==> config.mk <==
export PLATFORM = sky130hd
export DESIGN_NAME = miriscv_lsu_split
export DESIGN_NICKNAME = d
export VERILOG_FILES = /design/src/rtl/miriscv_lsu_split.sv
export SDC_FILE = /design/constraint.sdc
export NUM_CORES = 1
export LEC_CHECK = 0
export ABC_AREA = 1
export CORE_UTILIZATION = 45
export DETAILED_ROUTE_END_ITERATION = 6
export GPL_TIMING_DRIVEN = 0
export PLACE_DENSITY = 0.74
export SKIP_CTS_REPAIR_TIMING = 1
export SLEW_MARGIN = 20
export SYNTH_ARGS = -nofsm -noshare
export SYNTH_HDL_FRONTEND = slang
export SYNTH_SLANG_ARGS = --single-unit
==> constraint.sdc <==
create_clock -name clk_i -period 3.3 [get_ports clk_i]
set_clock_uncertainty 0.2 [all_clocks]
set_input_delay 0.99 -clock clk_i [delete_from_list [all_inputs] [get_ports clk_i]]
set_output_delay 0.99 -clock clk_i [all_outputs]
set_load 0.02 [all_outputs]
==> src/rtl/miriscv_lsu_split.sv <==
// Load/store unit that splits boundary-crossing accesses into two word-aligned bus phases.
// Latency: aligned access valid 3 cycles after accept, split adds 2; kill suppresses the completion pulse.
module miriscv_lsu_split #(
  parameter  int XLEN         = 32,
  parameter  int MISALIGN_EN  = 1,
  localparam int MEM_ACCESS_W = 3
) (
  input  logic                    clk_i,
  input  logic                    arstn_i,
  output logic                    data_req_o,
  input  logic                    data_gnt_i,
  input  logic                    data_rvalid_i,
  input  logic [XLEN-1:0]         data_rdata_i,
  output logic                    data_we_o,
  output logic [XLEN/8-1:0]       data_be_o,
  output logic [XLEN-1:0]         data_addr_o,
  output logic [XLEN-1:0]         data_wdata_o,
  input  logic                    lsu_req_i,
  input  logic                    lsu_kill_i,
  input  logic                    lsu_we_i,
  input  logic [MEM_ACCESS_W-1:0] lsu_size_i,
  input  logic [XLEN-1:0]         lsu_addr_i,
  input  logic [XLEN-1:0]         lsu_data_i,
  output logic [XLEN-1:0]         lsu_data_o,
  output logic                    lsu_valid_o,
  output logic                    lsu_fault_o,
  output logic                    lsu_stall_o
);

  localparam int NB  = XLEN / 8;
  localparam int OW  = $clog2(NB);
  localparam int BEW = 2 * NB;
  localparam int DW  = 2 * XLEN;

  // Size encoding shared with miriscv_lsu_pkg
  localparam logic [MEM_ACCESS_W-1:0] SZ_B  = 3'd0;
  localparam logic [MEM_ACCESS_W-1:0] SZ_H  = 3'd1;
  localparam logic [MEM_ACCESS_W-1:0] SZ_W  = 3'd2;
  localparam logic [MEM_ACCESS_W-1:0] SZ_BU = 3'd4;
  localparam logic [MEM_ACCESS_W-1:0] SZ_HU = 3'd5;

  typedef enum logic [2:0] {IDLE, REQ0, RSP0, REQ1, RSP1, DONE} state_t;

  state_t                  state;
  logic                    kill_q;
  logic [XLEN-1:0]         addr_q;
  logic [MEM_ACCESS_W-1:0] size_q;
  logic                    we_q;
  logic [XLEN-1:0]         data_q;
  logic                    split_q;
  logic                    fault_q;
  logic [XLEN-1:0]         rdata0_q;

  logic [OW-1:0]   off_in, off_q;
  logic [2:0]      sz_in;
  logic            split_d, fault_d, kill_any;
  logic [3:0]      mask4;
  logic [BEW-1:0]  be_full;
  logic [DW-1:0]   wd_full;
  logic [XLEN-1:0] addr0, addr1;
  logic [XLEN-1:0] ld_lo, ld_hi, ld_sh, ld_ext;
  logic            in_req;

  function automatic logic [2:0] size_bytes(input logic [MEM_ACCESS_W-1:0] s);
    case (s)
      SZ_B, SZ_BU: return 3'd1;
      SZ_H, SZ_HU: return 3'd2;
      default:     return 3'd4;
    endcase
  endfunction

  assign off_in   = lsu_addr_i[OW-1:0];
  assign off_q    = addr_q[OW-1:0];
  assign sz_in    = size_bytes(lsu_size_i);
  assign split_d  = (MISALIGN_EN != 0) && ((int'(off_in) + int'(sz_in)) > NB);
  assign fault_d  = !(lsu_size_i inside {SZ_B, SZ_H, SZ_W, SZ_BU, SZ_HU}) ||
                    ((MISALIGN_EN == 0) && ((off_in & OW'(sz_in - 3'd1)) != '0));
  assign kill_any = kill_q | lsu_kill_i;

  always_comb begin
    mask4 = 4'hF;
    case (size_q)
      SZ_B, SZ_BU: mask4 = 4'h1;
      SZ_H, SZ_HU: mask4 = 4'h3;
      default:     mask4 = 4'hF;
    endcase
  end

  // Lanes and data are laid out across a double-width window; each phase takes one half.
  assign be_full = BEW'(mask4) << off_q;
  assign wd_full = DW'(data_q) << {off_q, 3'b000};
  assign addr0   = {addr_q[XLEN-1:OW], {OW{1'b0}}};
  assign addr1   = addr0 + XLEN'(NB);

  assign in_req       = (state == REQ0) || (state == REQ1);
  assign data_req_o   = in_req & ~lsu_kill_i;
  assign data_we_o    = in_req & we_q;
  assign data_addr_o  = !in_req ? '0 : (state == REQ1) ? addr1 : addr0;
  assign data_be_o    = !in_req ? '0 : (state == REQ1) ? be_full[BEW-1:NB] : be_full[NB-1:0];
  assign data_wdata_o = !in_req ? '0 : (state == REQ1) ? wd_full[DW-1:XLEN] : wd_full[XLEN-1:0];

  assign lsu_valid_o = (state == DONE);
  assign lsu_fault_o = (state == DONE) & fault_q;
  assign lsu_stall_o = lsu_req_i & ~lsu_kill_i & (state != DONE);

  always_comb begin
    ld_lo = data_rdata_i;
    ld_hi = '0;
    if (state == RSP1) begin
      ld_lo = rdata0_q;
      ld_hi = data_rdata_i;
    end
  end

  assign ld_sh = XLEN'({ld_hi, ld_lo} >> {off_q, 3'b000});

  always_comb begin
    ld_ext = '0;
    case (size_q)
      SZ_B:    ld_ext = XLEN'($signed(ld_sh[7:0]));
      SZ_BU:   ld_ext = XLEN'(ld_sh[7:0]);
      SZ_H:    ld_ext = XLEN'($signed(ld_sh[15:0]));
      SZ_HU:   ld_ext = XLEN'(ld_sh[15:0]);
      default: ld_ext = XLEN'($signed(ld_sh[31:0]));
    endcase
  end

  always_ff @(posedge clk_i) begin
    if (!arstn_i) begin
      state      <= IDLE;
      kill_q     <= 1'b0;
      addr_q     <= '0;
      size_q     <= '0;
      we_q       <= 1'b0;
      data_q     <= '0;
      split_q    <= 1'b0;
      fault_q    <= 1'b0;
      rdata0_q   <= '0;
      lsu_data_o <= '0;
    end else begin
      case (state)
        IDLE: begin
          kill_q <= 1'b0;
          if (lsu_req_i && !lsu_kill_i) begin
            addr_q     <= lsu_addr_i;
            size_q     <= lsu_size_i;
            we_q       <= lsu_we_i;
            data_q     <= lsu_data_i;
            split_q    <= split_d;
            fault_q    <= fault_d;
            lsu_data_o <= '0;
            state      <= fault_d ? DONE : REQ0;
          end
        end
        REQ0: begin
          if (lsu_kill_i)      state <= IDLE;
          else if (data_gnt_i) state <= RSP0;
        end
        RSP0: begin
          if (lsu_kill_i) kill_q <= 1'b1;
          if (data_rvalid_i) begin
            if (kill_any) begin
              state <= IDLE;
            end else if (split_q) begin
              rdata0_q <= data_rdata_i;
              state    <= REQ1;
            end else begin
              if (!we_q) lsu_data_o <= ld_ext;
              state <= DONE;
            end
          end
        end
        REQ1: begin
          if (lsu_kill_i)      state <= IDLE;
          else if (data_gnt_i) state <= RSP1;
        end
        RSP1: begin
          if (lsu_kill_i) kill_q <= 1'b1;
          if (data_rvalid_i) begin
            if (kill_any) begin
              state <= IDLE;
            end else begin
              if (!we_q) lsu_data_o <= ld_ext;
              state <= DONE;
            end
          end
        end
        DONE:    state <= IDLE;
        default: state <= IDLE;
      endcase
    end
  end

endmodule

==> flow_summary.toml, run 1 <==
[synthesis]
synth_area_per_cell_um2 = 6.09
synth.ff_latch_count = 138
yosysWarnings = 0
synth_top_area_frac = 0.324
synth_cell_types = 42
ys.flop_type = "dfxtp_1"
async_flop_share = 0
synthCells = 1402
synth-edff-count = 0
synth.largest_area_cell = "dfxtp_1"
synth.area.top_cells = "dfxtp_1 (32%), nand2_1 (15%), nor2_1 (11%)"
synth.yosys.seq_area_share = 0.324
synth_area_um2 = 8540

[detailed_routing]
drt_first_iter_violations = 969
first_pass_iters = 7
drt-total-wl_mm = 35.5
num_vias = 10600
drc = 6
routed_via_density = 5.59
drtAntennaViolNets = 0
wl_per_cell_um = 18.7

[final_layout]
fillers = 1785
area.growth.synth_to_final_pct = 41.7
nNetsFinal = 1758
layout-drive-gt1-share = 0.158

[critical_path]
arrival_ns = 2.17
end_kind = "primary output"
crit_fanout = 10
worstSetupPathType = "reg -> out"
worstPathRequired_ns = 2.11
start_kind = "register"

[timing]
hold_violations = 0
max_freq_ghz = 0.298
finalSetupViolCount = 13
period_needed_ns = 3.36
fin_setup_tns_ns = -0.490
finalMaxSlewViolations = 0
rsz0062_at_grt = "true"
setup_slack_ns = -0.0591
worstMarginPinSlew_ns = 0.711
relSlewSlack = 0.526
fin_crit_sh = 1.02

[floorplanning]
die_area_um2 = 19500
core-area_um2 = 18600
chipHeight_um = 140
ios = 211
start_util = 0.458
die_x_um = 140
rows = 50

[pwr]
total_power_mw = 6.42
p_seq_frac = 0.308
powerDensity_nw_per_um2 = 531
pwr-share-comb = 0.370
p_leak_nw = 5.51
switching_share = 0.408
ir_drop_mv = 0.381
power_switching_mw = 2.62
p_int_mw = 3.80
p_clk_frac = 0.322

[clock_network]
clock-sinks = 138
tritoncts = "built"
h-tree-depth = 4
clock-root-buffer = "clkbuf_16"
clock_latency_ns = 0.44
cts_max_path_buffers = 2
cts_buffers = 17
clk_pin_slew_worst_paths_ns = 0.06

[placed_design]
port_buffers = 207
place.gp.congestion = 1.02
post-place-ws_ns = -0.483
dp_hpwl_mm = 26.4

[min_path]
holdCritPathClass = "reg -> reg"

[global_routing]
grt_pass1_wl_mm = 52.6
grt.total_usage = 0.353
grt_max_degree = 17
antenna_found_initial = 1
grt.overflow.total = 0
grt_pass1_vias = 9594

[outcome]
status = "finished with violations"
failed_checks = "design-rule violations, negative setup slack"

[run]
maxCapViolCount = 0
[stage by stage]
stage               utilization  instance area [µm²]  std cells  hold slack, ns
floorplan                     -                 8540       1403           0.234
detailed placement        0.585                10900       1844           0.257
finish                    0.649                12100       1896           0.264
global placement          0.585                10900       1844           0.243
CTS                       0.619                11500       1876           0.266
global route              0.649                12100       1896           0.285
[placed cells by master (no fill, tap or decap), drive strengths merged]
| cell type | synthesis | final |
|---|---|---|
| xnor2 | 3 | 3 |
| and2 | 1 | 1 |
| clkinv | 1 | 5 |
| nand4 | 12 | 12 |
| dlymetal6s2s | 0 | 21 |
| a22o | 1 | 1 |
| a31oi | 15 | 15 |
| inv | 95 | 103 |
| a41oi | 1 | 1 |
| nor2 | 249 | 249 |
| o21ai | 165 | 165 |
| clkinvlp | 0 | 1 |
| nand2 | 352 | 352 |
| xor2 | 8 | 8 |
| buf | 40 | 95 |
| nor3 | 17 | 17 |
| nand3 | 111 | 111 |
| a21oi | 105 | 105 |
| clkdlybuf4s50 | 0 | 137 |
| dfxtp | 138 | 138 |
| fa | 1 | 1 |
| o22ai | 8 | 8 |
| o32ai | 8 | 8 |
| nand3b | 2 | 2 |
| clkbuf | 50 | 80 |
| ha | 3 | 3 |
| o31ai | 1 | 1 |
| nor3b | 3 | 3 |
| or2 | 2 | 2 |
| a32o | 1 | 1 |
| diode | 0 | 1 |
| o211ai | 8 | 8 |
| bufinv | 0 | 2 |
| conb | 1 | 2 |
[cells in the mapped netlist, types with 12 or more instances]
library cell,instances
o21ai_1,12
inv_1,87
a31oi_1,15
nand2_1,349
o21ai_0,153
dfxtp_1,138
buf_2,24
nor3_1,15
nor2_1,242
clkbuf_1,50
nand3_1,104
nand4_1,12
a21oi_1,103
[power groups by stage]
stage / sequential, mW / clock, mW / combinational (mW)
after global routing: 1.99 / 2.16 / 2.55
final: 1.98 / 2.07 / 2.38
after global placement: 1.99 / 0 / 2.15
after CTS: 1.96 / 2.07 / 2.19
after floorplan: 1.96 / 0 / 1.34
after detailed placement: 1.99 / 0 / 2.17
[cell type report]
| cell class | instances | area [µm²] | area share |
|---|---|---|---|
| inverter | 96 | 379 | 0.0313 |
| timing repair buffer | 227 | 2120 | 0.176 |
| clock buffer | 17 | 425 | 0.0352 |
| sequential | 138 | 2790 | 0.231 |
| antenna | 1 | 2.50 | 0.000207 |
| clock inverter | 15 | 201 | 0.0167 |
| multi-input combinational | 1079 | 5340 | 0.441 |
| tap | 234 | 293 | 0.0242 |
| buffer | 89 | 544 | 0.0450 |
[path summary, 6_finish.rpt]
path	from	to	slack [ns]	cells past startpoint
max	state[2]	data_wdata_o[23]	-0.06	10
min	lsu_data_o[17]	lsu_data_o[17]	0.26	2
max reg2reg	state[1]	data_q[16]	0.88	11
min reg2reg	lsu_data_o[17]	lsu_data_o[17]	0.26	2
[per-layer routing]
| layer | wire length (µm) | track usage |
|---|---|---|
| met4 | 1780 | 0.193 |
| met5 | 0 | 0 |
| met2 | 16900 | 0.594 |
| met3 | 2740 | 0.0650 |
| met1 | 14100 | 0.424 |
[kinds of logic after synthesis]
group | Yosys count | synth area share
other | 1 | 0.000439
buffers and inverters | 186 | 0.0923
xor gates and xnor gates | 11 | 0.0113
AOI/OAI and AO/OA | 313 | 0.195
DFF | 138 | 0.324
adders and majority gates | 4 | 0.00674
and+or+nand+nor | 749 | 0.370
[sequential cells by signal, indices dropped and copies added, names as in the netlist]
register	cells
addr_q	32
data_q	32
lsu_data_o	32
rdata0_q	32
size_q	3
state	3
fault_q	1
kill_q	1
split_q	1
we_q	1
[critical path, cell delays in order, from the launching register on]
cell and delay [ns]:
dfxtp_1 0.31, buf_6 0.12, nor2_4 0.18, nand2_8 0.09, buf_6 0.14, buf_4 0.15
nor2_4 0.13, buf_6 0.16, nand3_1 0.09, a21oi_2 0.18, buf_4 0.17
Note: power is estimated with default switching activity, not from simulation.
==> inputs of run 2 (changes only) <==
--- a/config.mk
+++ b/config.mk
@@ -10,6 +10,7 @@
 export DETAILED_ROUTE_END_ITERATION = 6
 export GPL_TIMING_DRIVEN = 0
 export PLACE_DENSITY = 0.74
+export REMOVE_ABC_BUFFERS = 1
 export SKIP_CTS_REPAIR_TIMING = 1
 export SLEW_MARGIN = 20
 export SYNTH_ARGS = -nofsm -noshare
==> run 2 against run 1 <==
- the flow finishes with violations (negative setup slack)
- core utilization is 0.60 points lower
- cell count down 3.5%
- clock-buffer cell count increased by 8
- die area did not move
- clock power down 17%
- sequential power barely moved
- largest cell class unchanged
- highest routed layer unchanged
==> flow_summary.toml, run 2 (synthesized netlist as in run 1, its figures left out) <==
[pwr]
pwr-share-comb = 0.381
powerDensity_nw_per_um2 = 501
p_leak_nw = 5.40
power_switching_mw = 2.32
switching_share = 0.386
p_int_mw = 3.69
total_power_mw = 6.01
p_seq_frac = 0.332
ir_drop_mv = 0.443
p_clk_frac = 0.287

[detailed_routing]
num_vias = 10200
drc = 0
wl_per_cell_um = 16.4
drt-total-wl_mm = 30.1
drt_first_iter_violations = 822
first_pass_iters = 5
drtAntennaViolNets = 0
routed_via_density = 5.58

[critical_path]
end_kind = "primary output"
worstPathRequired_ns = 2.11
crit_chain = "nor3_1, and2_1, clkdlybuf4s50_1"
cp_num_buf_inv = 1
setup.worst_path.start = "state[1]"
cpPeakStageDelay_ns = 0.66
crit_path_top_delay_cell = "clkdlybuf4s50_1"
crit_fanout = 10
cp_top_family = "simple AND/OR/NAND/NOR gates"
r2r-start = "state[1]"
start_kind = "register"
arrival_ns = 2.23
worstSetupPathType = "reg -> out"

[global_routing]
grt.total_usage = 0.288
antenna_found_initial = 1
grt_max_degree = 70
grt.overflow.total = 0
grt_pass1_wl_mm = 45.2
grt_pass1_vias = 8885

[clock_network]
h-tree-depth = 4
cts_max_path_buffers = 2
cts_buffers = 17
clock-sinks = 138
clock_latency_ns = 0.42
clk_pin_slew_worst_paths_ns = 0.05
tritoncts = "built"
clock-root-buffer = "clkbuf_16"

[placed_design]
port_buffers = 208
place.gp.congestion = 0.860
dp_cells = 1762
dp_hpwl_mm = 18.8
post-place-ws_ns = -2.14

[timing]
setup_slack_ns = -0.116
period_needed_ns = 3.42
max_freq_ghz = 0.293
fin_crit_sh = 1.04
finalSetupViolCount = 10
hold_violations = 0
relSlewSlack = 0.456
finalMaxSlewViolations = 0
worstMarginPinSlew_ns = 0.816
rsz0062_at_grt = "true"
whs_ns = 0.261

[floorplanning]
core-area_um2 = 18600
start_util = 0.458
ios = 211
chipHeight_um = 140
die_x_um = 140
rows = 50
die_area_um2 = 19500

[outcome]
failed_checks = "negative setup slack"
status = "finished with violations"

[final_layout]
regArea_um2 = 2800
area.growth.synth_to_final_pct = 40.4
multiInputGateArea_um2 = 5440
layout-drive-gt1-share = 0.154
layout_commonest_cell = "nand2_1"
nNetsFinal = 1696
layout_common_cells = "nand2_1 (338), nor2_1 (228), clkdlybuf4s50_1 (137)"
fillers = 1684
final_cells = 1830
antenna_cells = 0

[run]
maxCapViolCount = 0

[min_path]
min_from = "lsu_data_o[16]"
holdCritPathClass = "reg -> reg"
==> run 2: changes by cell type in the layout (fill, tap and decap cells not counted), moves of 10 or more <==
| cell | previous run | this run |
|---|---|---|
| clkbuf_1 | 33 | 7 |
| buf_2 | 22 | 2 |
| o21ai_0 | 145 | 133 |
| clkbuf_2 | 21 | 11 |
==> run 2: final timing paths <==
check | end | slack, ns | depth (start not counted)
min | lsu_data_o[16] | 0.26 | 2
min reg2reg | lsu_data_o[16] | 0.26 | 2
max | lsu_fault_o | -0.12 | 3
max reg2reg | lsu_data_o[15] | 0.22 | 9
==> run 2: worst register-to-register path, delay by kind of cell, from the launching register on <==
| family | cells | cell delay (ns) |
|---|---|---|
| buf+inv | 1 | 0.34 |
| compound gates | 2 | 0.33 |
| flops | 1 | 0.42 |
| simple gates | 6 | 1.72 |
==> run 2: area by class of cell <==
| class | instances | area share |
|---|---|---|
| Multi-Input combinational cell | 1079 | 0.454 |
| Sequential cell | 138 | 0.234 |
| Timing Repair Buffer | 253 | 0.212 |
| Clock buffer | 25 | 0.0388 |
| Inverter | 96 | 0.0330 |
| Tap cell | 234 | 0.0244 |
| Clock inverter | 4 | 0.00376 |
| Timing Repair inverter | 1 | 0.000626 |
==> run 2: stage by stage <==
| step | utilization | cell area [µm²] | TNS, ns |
|---|---|---|---|
| final | 0.643 | 12000 | -0.593 |
| after global routing | 0.643 | 12000 | -2.63 |
| after CTS | 0.600 | 11200 | -124.81 |
| after detailed placement | 0.572 | 10700 | -105.26 |
| after global placement | 0.562 | 10500 | -521.77 |
| after floorplan | - | 8110 | -96.78 |
==> run 2: power by group through the flow <==
stage | clock network [mW] | registers, mW | logic (mW)
after floorplan | 0 | 2.02 | 1.15
after global placement | 0 | 2.06 | 1.85
after detailed placement | 0 | 2.05 | 1.92
after CTS | 1.74 | 2.01 | 1.93
after global routing | 1.81 | 2.02 | 2.50
final | 1.72 | 1.99 | 2.29
==> run 2: routing by layer <==
metal | global-route usage | part of all wire | routed length, µm | vias to the layer above
met5 | 0 | 0 | 0 | -
met4 | 0.115 | 0.027 | 825 | 0
met3 | 0.0595 | 0.096 | 2880 | 68
met2 | 0.466 | 0.47 | 14000 | 550
met1 | 0.374 | 0.41 | 12400 | 4631
li1 | - | - | - | 4969
